File: src/rtl/seg7_pkg.sv
// Shared definitions for the 7-segment scan controller: FSM encoding,
// blank segment pattern and the all-anodes-off helper.
package seg7_pkg;

    localparam logic [1:0] ST_IDLE  = 2'd0;
    localparam logic [1:0] ST_BLANK = 2'd1;
    localparam logic [1:0] ST_DRIVE = 2'd2;

    localparam logic [6:0] SEG_OFF = 7'h7F;
    localparam int         MAX_DIG = 8;

    // Anodes are active-low, so "all off" is a vector of n ones.
    function automatic logic [MAX_DIG-1:0] com_off(input int n);
        logic [MAX_DIG-1:0] v;
        v = '0;
        for (int k = 0; k < MAX_DIG; k++) begin
            if (k < n) v[k] = 1'b1;
        end
        return v;
    endfunction

endpackage

File: src/rtl/SEG7_LUT.sv
// Hex digit to active-low 7-segment pattern (bit 6 = g ... bit 0 = a).
module SEG7_LUT (
    input  logic [3:0] iDIG,
    output logic [6:0] oSEG
);

    always_comb begin
        case (iDIG)
            4'h0: oSEG = 7'b1000000;
            4'h1: oSEG = 7'b1111001;
            4'h2: oSEG = 7'b0100100;
            4'h3: oSEG = 7'b0110000;
            4'h4: oSEG = 7'b0011001;
            4'h5: oSEG = 7'b0010010;
            4'h6: oSEG = 7'b0000010;
            4'h7: oSEG = 7'b1111000;
            4'h8: oSEG = 7'b0000000;
            4'h9: oSEG = 7'b0011000;
            4'hA: oSEG = 7'b0001000;
            4'hB: oSEG = 7'b0000011;
            4'hC: oSEG = 7'b1000110;
            4'hD: oSEG = 7'b0100001;
            4'hE: oSEG = 7'b0000110;
            default: oSEG = 7'b0001110;
        endcase
    end

endmodule

File: src/rtl/seg7_scan_ctrl.sv
// Time-multiplexed N-digit common-anode scan controller with blanking gaps,
// frame-synchronous double buffering and optional leading-zero suppression.
module seg7_scan_ctrl
    import seg7_pkg::*;
#(
    parameter int N_DIG = 4,
    parameter int DIV   = 50000,
    parameter int BLANK = 4
) (
    input  logic               iCLK,
    input  logic               iRST,
    input  logic               iEN,
    input  logic [4*N_DIG-1:0] iDATA,
    input  logic [N_DIG-1:0]   iDP,
    input  logic               iLOAD,
    input  logic               iLZS,
    output logic [6:0]         oSEG,
    output logic               oDP,
    output logic [N_DIG-1:0]   oCOM,
    output logic               oFRAME,
    output logic [1:0]         dbg_state
);

    localparam int CW = $clog2(DIV);
    localparam int IW = (N_DIG > 2) ? $clog2(N_DIG) : 1;
    localparam logic [MAX_DIG-1:0] COM_ALL = com_off(N_DIG);
    localparam logic [N_DIG-1:0]   COM_OFF = COM_ALL[N_DIG-1:0];

    logic [1:0]         state;
    logic [CW-1:0]      count;
    logic [IW-1:0]      idx;
    logic [4*N_DIG-1:0] act_data, pend_data;
    logic [N_DIG-1:0]   act_dp, pend_dp;
    logic               pend_valid;

    logic               slot_end, frame_end, boundary;
    logic [3:0]         nib;
    logic               dp_sel;
    logic [6:0]         lut_seg;
    logic [N_DIG-1:0]   supp;
    logic               zero_run;
    logic [6:0]         nxt_seg;
    logic               nxt_dp;
    logic [N_DIG-1:0]   nxt_com;

    assign dbg_state = state;
    assign slot_end  = (state == ST_DRIVE) && (count == CW'(DIV - 1));
    assign frame_end = slot_end && (idx == IW'(N_DIG - 1));
    // A frame starts whenever the scan enters BLANK on digit 0.
    assign boundary  = iEN && ((state == ST_IDLE) || frame_end);

    always_ff @(posedge iCLK or posedge iRST) begin
        if (iRST) begin
            state <= ST_IDLE;
            count <= '0;
            idx   <= '0;
        end else if (!iEN) begin
            state <= ST_IDLE;
            count <= '0;
            idx   <= '0;
        end else begin
            case (state)
                ST_IDLE: begin
                    state <= ST_BLANK;
                    count <= '0;
                    idx   <= '0;
                end
                ST_BLANK: begin
                    if (count == CW'(BLANK - 1)) state <= ST_DRIVE;
                    count <= count + 1'b1;
                end
                ST_DRIVE: begin
                    if (slot_end) begin
                        state <= ST_BLANK;
                        count <= '0;
                        idx   <= (idx == IW'(N_DIG - 1)) ? '0 : idx + 1'b1;
                    end else begin
                        count <= count + 1'b1;
                    end
                end
                default: begin
                    state <= ST_IDLE;
                    count <= '0;
                    idx   <= '0;
                end
            endcase
        end
    end

    // A load on the boundary clock lands in pending after the copy, so it
    // waits for the following frame.
    always_ff @(posedge iCLK or posedge iRST) begin
        if (iRST) begin
            act_data   <= '0;
            act_dp     <= '0;
            pend_data  <= '0;
            pend_dp    <= '0;
            pend_valid <= 1'b0;
        end else begin
            if (boundary && pend_valid) begin
                act_data <= pend_data;
                act_dp   <= pend_dp;
            end
            if (iLOAD) begin
                pend_data  <= iDATA;
                pend_dp    <= iDP;
                pend_valid <= 1'b1;
            end else if (boundary) begin
                pend_valid <= 1'b0;
            end
        end
    end

    always_comb begin
        nib    = 4'h0;
        dp_sel = 1'b0;
        for (int k = 0; k < N_DIG; k++) begin
            if (idx == IW'(k)) begin
                nib    = act_data[4*k +: 4];
                dp_sel = act_dp[k];
            end
        end
    end

    // Digit k is suppressed when it and every more-significant nibble are zero.
    always_comb begin
        supp     = '0;
        zero_run = 1'b1;
        for (int k = N_DIG - 1; k >= 1; k--) begin
            zero_run = zero_run & (act_data[4*k +: 4] == 4'h0);
            supp[k]  = iLZS & zero_run;
        end
    end

    SEG7_LUT u_lut (
        .iDIG (nib),
        .oSEG (lut_seg)
    );

    always_comb begin
        nxt_seg = SEG_OFF;
        nxt_dp  = 1'b1;
        nxt_com = COM_OFF;
        if (iEN && (state == ST_DRIVE) && !supp[idx]) begin
            nxt_seg      = lut_seg;
            nxt_dp       = ~dp_sel;
            nxt_com[idx] = 1'b0;
        end
    end

    always_ff @(posedge iCLK or posedge iRST) begin
        if (iRST) begin
            oSEG   <= SEG_OFF;
            oDP    <= 1'b1;
            oCOM   <= COM_OFF;
            oFRAME <= 1'b0;
        end else begin
            oSEG   <= nxt_seg;
            oDP    <= nxt_dp;
            oCOM   <= nxt_com;
            oFRAME <= iEN && frame_end;
        end
    end

endmodule

File: config.mk
export PLATFORM = sky130hd
export DESIGN_NAME = seg7_scan_ctrl
export DESIGN_NICKNAME = d
export VERILOG_FILES = /design/src/rtl/seg7_pkg.sv /design/src/rtl/SEG7_LUT.sv /design/src/rtl/seg7_scan_ctrl.sv
export SDC_FILE = /design/constraint.sdc
export NUM_CORES = 1
export LEC_CHECK = 0
export BUFFER_PORTS_ARGS = -buffer_cell sky130_fd_sc_hd__buf_4
export CAP_MARGIN = 30
export CELL_PAD_IN_SITES_DETAIL_PLACEMENT = 1
export CELL_PAD_IN_SITES_GLOBAL_PLACEMENT = 1
export CORE_MARGIN = 10
export CORE_UTILIZATION = 51
export DETAILED_ROUTE_END_ITERATION = 10
export GPL_TIMING_DRIVEN = 0
export PLACE_DENSITY = 0.88
export SYNTH_ARGS = -nofsm -noshare
export SYNTH_HDL_FRONTEND = slang
export SYNTH_SLANG_ARGS = --single-unit
File: constraint.sdc
create_clock -name iCLK -period 7.15 [get_ports iCLK]
set_clock_uncertainty 0.2 [all_clocks]
set_input_delay 0.3575 -clock iCLK [delete_from_list [all_inputs] [get_ports iCLK]]
set_output_delay 0.3575 -clock iCLK [all_outputs]
set_load 0.1 [all_outputs]
==> results of run 1 <==
## per-layer routing
layer | part of all wire (%) | track usage (%) | vias to the layer above
li1 | - | - | 1159
met1 | 42 | 19.7 | 1320
met2 | 53 | 29.7 | 51
met3 | 3.9 | 3.26 | 16
met4 | 1.7 | 6.56 | 0
met5 | 0 | 0 | -
## worst max-delay path by stage
| stage | startpoint | to | cells past startpoint |
|---|---|---|---|
| global route | idx[0] | oSEG[3] | 11 |
| CTS | idx[0] | oSEG[3] | 11 |
| global placement | iRST | act_data[1] | 2 |
| detailed placement | idx[0] | oSEG[3] | 10 |
| finish | idx[0] | oSEG[3] | 11 |
| floorplan | idx[0] | oSEG[3] | 9 |
## power by group
group | switching, W | internal, W
sequential | 0.0000811 | 0.000509
combinational | 0.000354 | 0.000264
clock | 0.000159 | 0.000145
## kinds of logic (layout without fill, tap and decap cells)
group | after synthesis | count (layout) | synth area share (%)
fa+ha+maj | 15 | 15 | 5.15
xor+xnor | 14 | 14 | 3.36
compound gates | 34 | 34 | 7.17
simple gates | 92 | 92 | 13.1
mux | 45 | 45 | 15.8
buf+inv | 32 | 86 | 4.19
flops | 74 | 74 | 51.2
## final cells by class
cell class                 instances  area [sq um]
clock inverter                     4          26.3
timing repair buffer              38           285
tap                               96           120
clock buffer                      12           155
buffer                            12          77.6
sequential                        74          1870
fill                             741          2630
multi-input combinational        200          1630
inverter                          20          77.6
## registers in the layout, indices dropped and copies added, names as in the netlist, 2 cells and up
name	flops
oCOM	4
idx	2
act_dp	4
count	16
oSEG	7
dbg_state	2
act_data	16
pend_data	16
pend_dp	4
## stage by stage
step,std cells,power [W],instance area [sq um]
global placement,440,0.00115,4050
detailed placement,440,0.00120,4060
finish,456,0.00151,4240
global route,456,0.00159,4240
floorplan,306,0.00104,3650
CTS,456,0.00151,4240
## cells in the final DEF (no fill, tap or decap), types with 3 or more instances in the layout
master	n
o211ai_1	5
mux2_2	22
buf_4	42
nand3_1	12
inv_1	19
clkbuf_1	5
nor3_1	4
a211oi_1	3
xnor2_1	11
nor3b_1	3
nor2_1	29
clkbuf_8	11
mux2_4	20
dfrtp_1	62
mux2i_1	3
and3_1	4
o21ai_0	5
ha_1	15
a21oi_1	6
nor4_1	4
xor2_1	3
dfstp_2	12
nand2_1	19
nand3b_1	4
## worst max-delay path: stages (launching register included)
cell and delay, ns:
dfrtp_1 0.46, ha_1 0.25, buf_4 0.18, buf_4 0.18, a2111oi_0 0.62, nor2_1 0.25, inv_1 0.20, ha_1 0.19
inv_1 0.09, o211ai_1 0.21, o31ai_1 0.11, o21ai_0 0.19
## cell usage after synthesis (5+ instances only)
cell,number
ha_1,15
dfstp_2,12
xnor2_1,11
nand3_1,12
o211ai_1,5
mux2_4,20
nor2_1,29
inv_1,20
nand2_1,19
mux2_2,22
o21ai_0,5
dfrtp_1,62
a21oi_1,6
==> impl_metrics.csv, run 1 <==
group,metric,value,unit
setup_path,ff2ff_setup_slack,3.93,ns
timing,hold_viol,0,
placement,post-place-ws,4.16,ns
clock_network,clock-sinks,74,
clock_network,clock_latency,0.35,ns
timing,rsz0062_at_grt,"false",
setup_path,cp.required,7.21,ns
route,viasPerCell,5.58,
timing,fin_ws,3.93,ns
synthesis,synthCells,306,
synthesis,yosys_warnings,0,
synthesis,synth_edf_count,0,
power,vdd_drop_max,148,uV
timing,drv_slew,0,
clock_network,cts_tree,"yes",
power,powerDensity,357,nW/um^2
placement,dp_hpwl,6460,um
synthesis,async_flop_share,100,%
floorplanning,start_util,53.1,%
timing,worstMarginPinSlew,0.895,ns
timing,whs,0.00911,ns
grt,grt_overflow,0,
grt,antenna_found_initial,0,
route,drc_errors,0,
setup_path,reg2regPathDepth,11,
floorplanning,die_area,10900,sq um
route,ant_nets,0,
route,wire_per_inst,20.1,um
clock_network,htree_levels,3,
synthesis,syn_area,3650,sq um
timing,fmax,310,MHz
timing,fin_crit,3.22,ns
synthesis,synth_seq_cells,74,
synthesis,synth_ff_type,"dfrtp_1",
clock_network,cts_resized,0,
clock_network,cts_setup_buffers,0,
grt,grt_pass1_vias,2904,
route,drt_first_pass_iters,4,
setup_path,regToRegStartpoint,"idx[0]",
route,wl,9170,um
run,maxCapViolCount,0,
synthesis,syn_area_per_cell,11.9,sq um
synthesis,ys_seq_area_share,51.2,%
synthesis,synth_top_area_cell,"dfrtp_1",
synthesis,synth.distinct_cells,51,
min_path,worstHoldPathType,"in2async",
cells_and_area,finalNetCount,395,
setup_path,start_kind,"register",
clock_network,clockBufferDepth,2,
setup_path,critPathMaxFanout,10,
timing,final.setup.tns,0,ns
setup_path,r2r_end,"oSEG[3]",
timing,slew_headroom,40.3,%
clock_network,cts_buffers,9,
synthesis,synth_area_leaders,"dfrtp_1 43%, dfstp_2 8.6%, mux2_4 8.2%, mux2_2 6.8%, ha_1 5.1%",
placement,gp_congestion,0.842,
timing,setup_viol,0,
clock_network,cts-hold-fix-buffers,0,
setup_path,worstSetupPathType,"reg2reg",
synthesis,synth_top_cell_area_share,42.5,%
route,first_iter_violations,123,
power,power.leakage,1.91,nW
clock_network,cts-root-buf,"clkbuf_8",
floorplanning,io_pins,40,
grt,globalRouteTotalUtil,16.8,%
grt,grt_max_degree,75,
grt,grt_pass1_wl,15100,um
floorplanning,fp.coreArea,6870,sq um
floorplanning,die_y,105,um
cells_and_area,drive_gt1_share,35.3,%
timing,final.period_utilization,45.1,%
synthesis,synthesis.nets,346,
setup_path,endpoint_kind,"register",
floorplanning,rows,30,
setup_path,cp.arrival,3.29,ns
floorplanning,die_x,105,um
cells_and_area,syn_to_final_growth,16.2,%
placement,port_buffers,38,
cells_and_area,diodes,0,
outcome,status,"completed",
route,vias,2546,
clock_network,clkSlewWorstSetupHoldPaths,0.08,ns
cells_and_area,final_core_util,61.7,%
(Power assumes the default switching activity.)
==> inputs of run 2 (changes only) <==
--- a/config.mk
+++ b/config.mk
@@ -5,15 +5,16 @@
 export SDC_FILE = /design/constraint.sdc
 export NUM_CORES = 1
 export LEC_CHECK = 0
+export ABC_AREA = 1
 export BUFFER_PORTS_ARGS = -buffer_cell sky130_fd_sc_hd__buf_4
 export CAP_MARGIN = 30
 export CELL_PAD_IN_SITES_DETAIL_PLACEMENT = 1
 export CELL_PAD_IN_SITES_GLOBAL_PLACEMENT = 1
 export CORE_MARGIN = 10
-export CORE_UTILIZATION = 51
+export CORE_UTILIZATION = 45
 export DETAILED_ROUTE_END_ITERATION = 10
 export GPL_TIMING_DRIVEN = 0
-export PLACE_DENSITY = 0.88
+export PLACE_DENSITY = 0.83
 export SYNTH_ARGS = -nofsm -noshare
 export SYNTH_HDL_FRONTEND = slang
 export SYNTH_SLANG_ARGS = --single-unit
==> constraint.sdc (replaced) <==
create_clock -name iCLK -period 3 [get_ports iCLK]
set_clock_uncertainty 0.2 [all_clocks]
set_input_delay 0.15 -clock iCLK [delete_from_list [all_inputs] [get_ports iCLK]]
set_output_delay 0.15 -clock iCLK [all_outputs]
set_load 0.1 [all_outputs]
==> impl_metrics.csv, run 2 <==
group,metric,value,unit
setup_path,r2r_end,"oSEG[0]",
cells_and_area,final_area,4720,sq um
power,powerDensity,778,nW/um^2
timing,whs,0.263,ns
route,first_iter_violations,97,
setup_path,cp.required,3.09,ns
grt,grt_overflow,0,
timing,fmax,386,MHz
floorplanning,die_x,112,um
timing,slew_headroom,38.6,%
timing,fin_crit,2.59,ns
floorplanning,die_y,112,um
floorplanning,io_pins,40,
clock_network,cts_setup_buffers,0,
cells_and_area,diodes,0,
min_path,holdPathStages,1,
route,wire_per_inst,15.5,um
grt,antenna_found_initial,0,
timing,final.period_utilization,86.3,%
run,maxCapViolCount,0,
synthesis,ys_seq_area_share,48.6,%
synthesis,syn_area_per_cell,8.70,sq um
grt,grt_pass1_vias,3501,
cells_and_area,finalNonFillerCells,624,
clock_network,cts_tree,"yes",
clock_network,clock_latency,0.35,ns
clock_network,cts-root-buf,"clkbuf_8",
route,vias,3160,
synthesis,syn_area,3840,sq um
synthesis,synth_area_leaders,"dfrtp_1 40%, nand2_1 8.7%, dfstp_2 8.2%, inv_1 5.1%, ha_1 4.9%",
setup_path,reg2regPathDepth,12,
timing,setup_viol,0,
cells_and_area,reg_top3,"act_data: 16 flops, count: 16 flops, pend_data: 16 flops",
setup_path,ff2ff_setup_slack,0.41,ns
floorplanning,die_area,12600,sq um
synthesis,synthCells,441,
cells_and_area,nFillCells,981,
synthesis,async_flop_share,100,%
synthesis,synth_edf_count,0,
clock_network,clkSlewWorstSetupHoldPaths,0.08,ns
synthesis,synthesis.nets,481,
clock_network,clock-sinks,74,
synthesis,ys_top_cells_by_count,"89 x nand2_1, 62 x dfrtp_1, 52 x inv_1",
cells_and_area,finalNetCount,554,
placement,dp_hpwl,6690,um
setup_path,regToRegStartpoint,"idx[0]",
setup_path,critPathMaxFanout,7,
synthesis,synth_ff_type,"dfrtp_1",
min_path,worstHoldPathType,"reg2reg",
clock_network,htree_levels,3,
setup_path,endpoint_kind,"register",
synthesis,synth_seq_cells,74,
outcome,status,"completed",
min_path,min_from,"count[0]",
synthesis,synth.distinct_cells,32,
power,finalPower,0.00368,W
cells_and_area,final_cell_mix,"89 x nand2_1, 62 x dfrtp_1, 51 x inv_1",
synthesis,synth.most_common_cell,"nand2_1",
placement,gp_congestion,0.854,
synthesis,yosys_warnings,0,
route,drt_first_pass_iters,4,
clock_network,cts_buffers,9,
setup_path,start_kind,"register",
floorplanning,rows,33,
timing,drv_slew,0,
cells_and_area,final_core_util,57.2,%
synthesis,synth_top_cell_area_share,40.4,%
placement,port_buffers,38,
setup_path,worstSetupPathType,"reg2reg",
synthesis,synth_top_area_cell,"dfrtp_1",
route,drc_errors,0,
power,vdd_drop_max,350,uV
cells_and_area,drive_gt1_share,26.2,%
floorplanning,fp.coreArea,8260,sq um
floorplanning,start_util,46.5,%
route,viasPerCell,5.06,
grt,globalRouteTotalUtil,15.8,%
route,ant_nets,0,
min_path,holdPathEnd,"count[0]",
grt,grt_pass1_wl,16700,um
placement,dp.cells,584,
timing,rsz0062_at_grt,"false",
route,wl,9700,um
setup_path,cp.arrival,2.68,ns
power,power.leakage,2.24,nW
placement,placed_area,4260,sq um
timing,hold_viol,0,
clock_network,clockBufferDepth,2,
cells_and_area,syn_to_final_growth,23.1,%
timing,worstMarginPinSlew,0.921,ns
grt,grt_max_degree,75,
cells_and_area,mostFrequentLayoutCell,"nand2_1",
## run 2: what timing repair did
item,CTS,global route
hold endpoints to repair,88,0
gates resized for setup,0,0
hold buffers,24,0
## run 2: per-stage QoR
| stage | setup WS (ns) | setup TNS [ns] |
|---|---|---|
| floorplan | 0.704 | 0 |
| global placement | -0.0834 | -4.78 |
| detailed placement | 0.490 | 0 |
| CTS | 0.423 | 0 |
| global route | 0.192 | 0 |
| finish | 0.412 | 0 |
## run 2: final cells by class
type	count	area [sq um]	area share, %
Multi-Input combinational cell	301	1670	35.4
Clock buffer	10	138	2.91
Sequential cell	74	1870	39.5
Timing Repair Buffer	62	526	11.1
Inverter	55	210	4.45
Tap cell	105	131	2.78
Clock inverter	6	88.8	1.88
Buffer	11	90.1	1.91
## run 2: cells by family (layout without fill, tap and decap cells)
group | Yosys count | count (layout) | share of synthesized area (%)
AO/OA/AOI/OAI | 54 | 54 | 9.32
XOR/XNOR | 10 | 10 | 2.28
flip-flops | 74 | 74 | 48.6
AND/OR/NAND/NOR | 222 | 222 | 27.1
buffers and inverters | 66 | 144 | 7.76
adder cells (fa/ha/maj) | 15 | 15 | 4.89
## run 2: critical path, stage by stage (launching register included)
cell,delay [ns]
dfrtp_1,0.46
inv_1,0.14
ha_1,0.33
inv_1,0.15
o21ai_0,0.20
a21o_1,0.13
nand2_1,0.13
inv_1,0.16
ha_1,0.26
nand3_1,0.12
nor2_1,0.11
nor2_1,0.06
nand3_1,0.07
## run 2: worst max-delay path by stage
stage                       startpoint           end  slack (ns)  cells past startpoint
after global routing            idx[0]       oSEG[0]        0.19                     12
after floorplan           dbg_state[0]   act_data[0]        0.70                      9
after global placement            iRST  pend_data[0]       -0.08                      2
after detailed placement        idx[0]       oSEG[1]        0.49                     13
final                           idx[0]       oSEG[0]        0.41                     12
after CTS                       idx[0]       oSEG[0]        0.42                     12
## run 2: where the power goes
group	switching (W)	total, W	leakage [nW]	internal, W
clock network	0.000394	0.000886	0.109	0.000492
registers	0.000158	0.00135	0.923	0.00119
logic	0.000960	0.00144	1.20	0.000481
## run 2: metal layers
layer / GRT usage (%) / wire (um) / vias up
met5: 0 / 0 / -
met2: 27.4 / 4990 / 40
met3: 4.10 / 246 / 11
li1: - / - / 1531
met4: 4.23 / 99 / 0
met1: 18.8 / 4360 / 1578
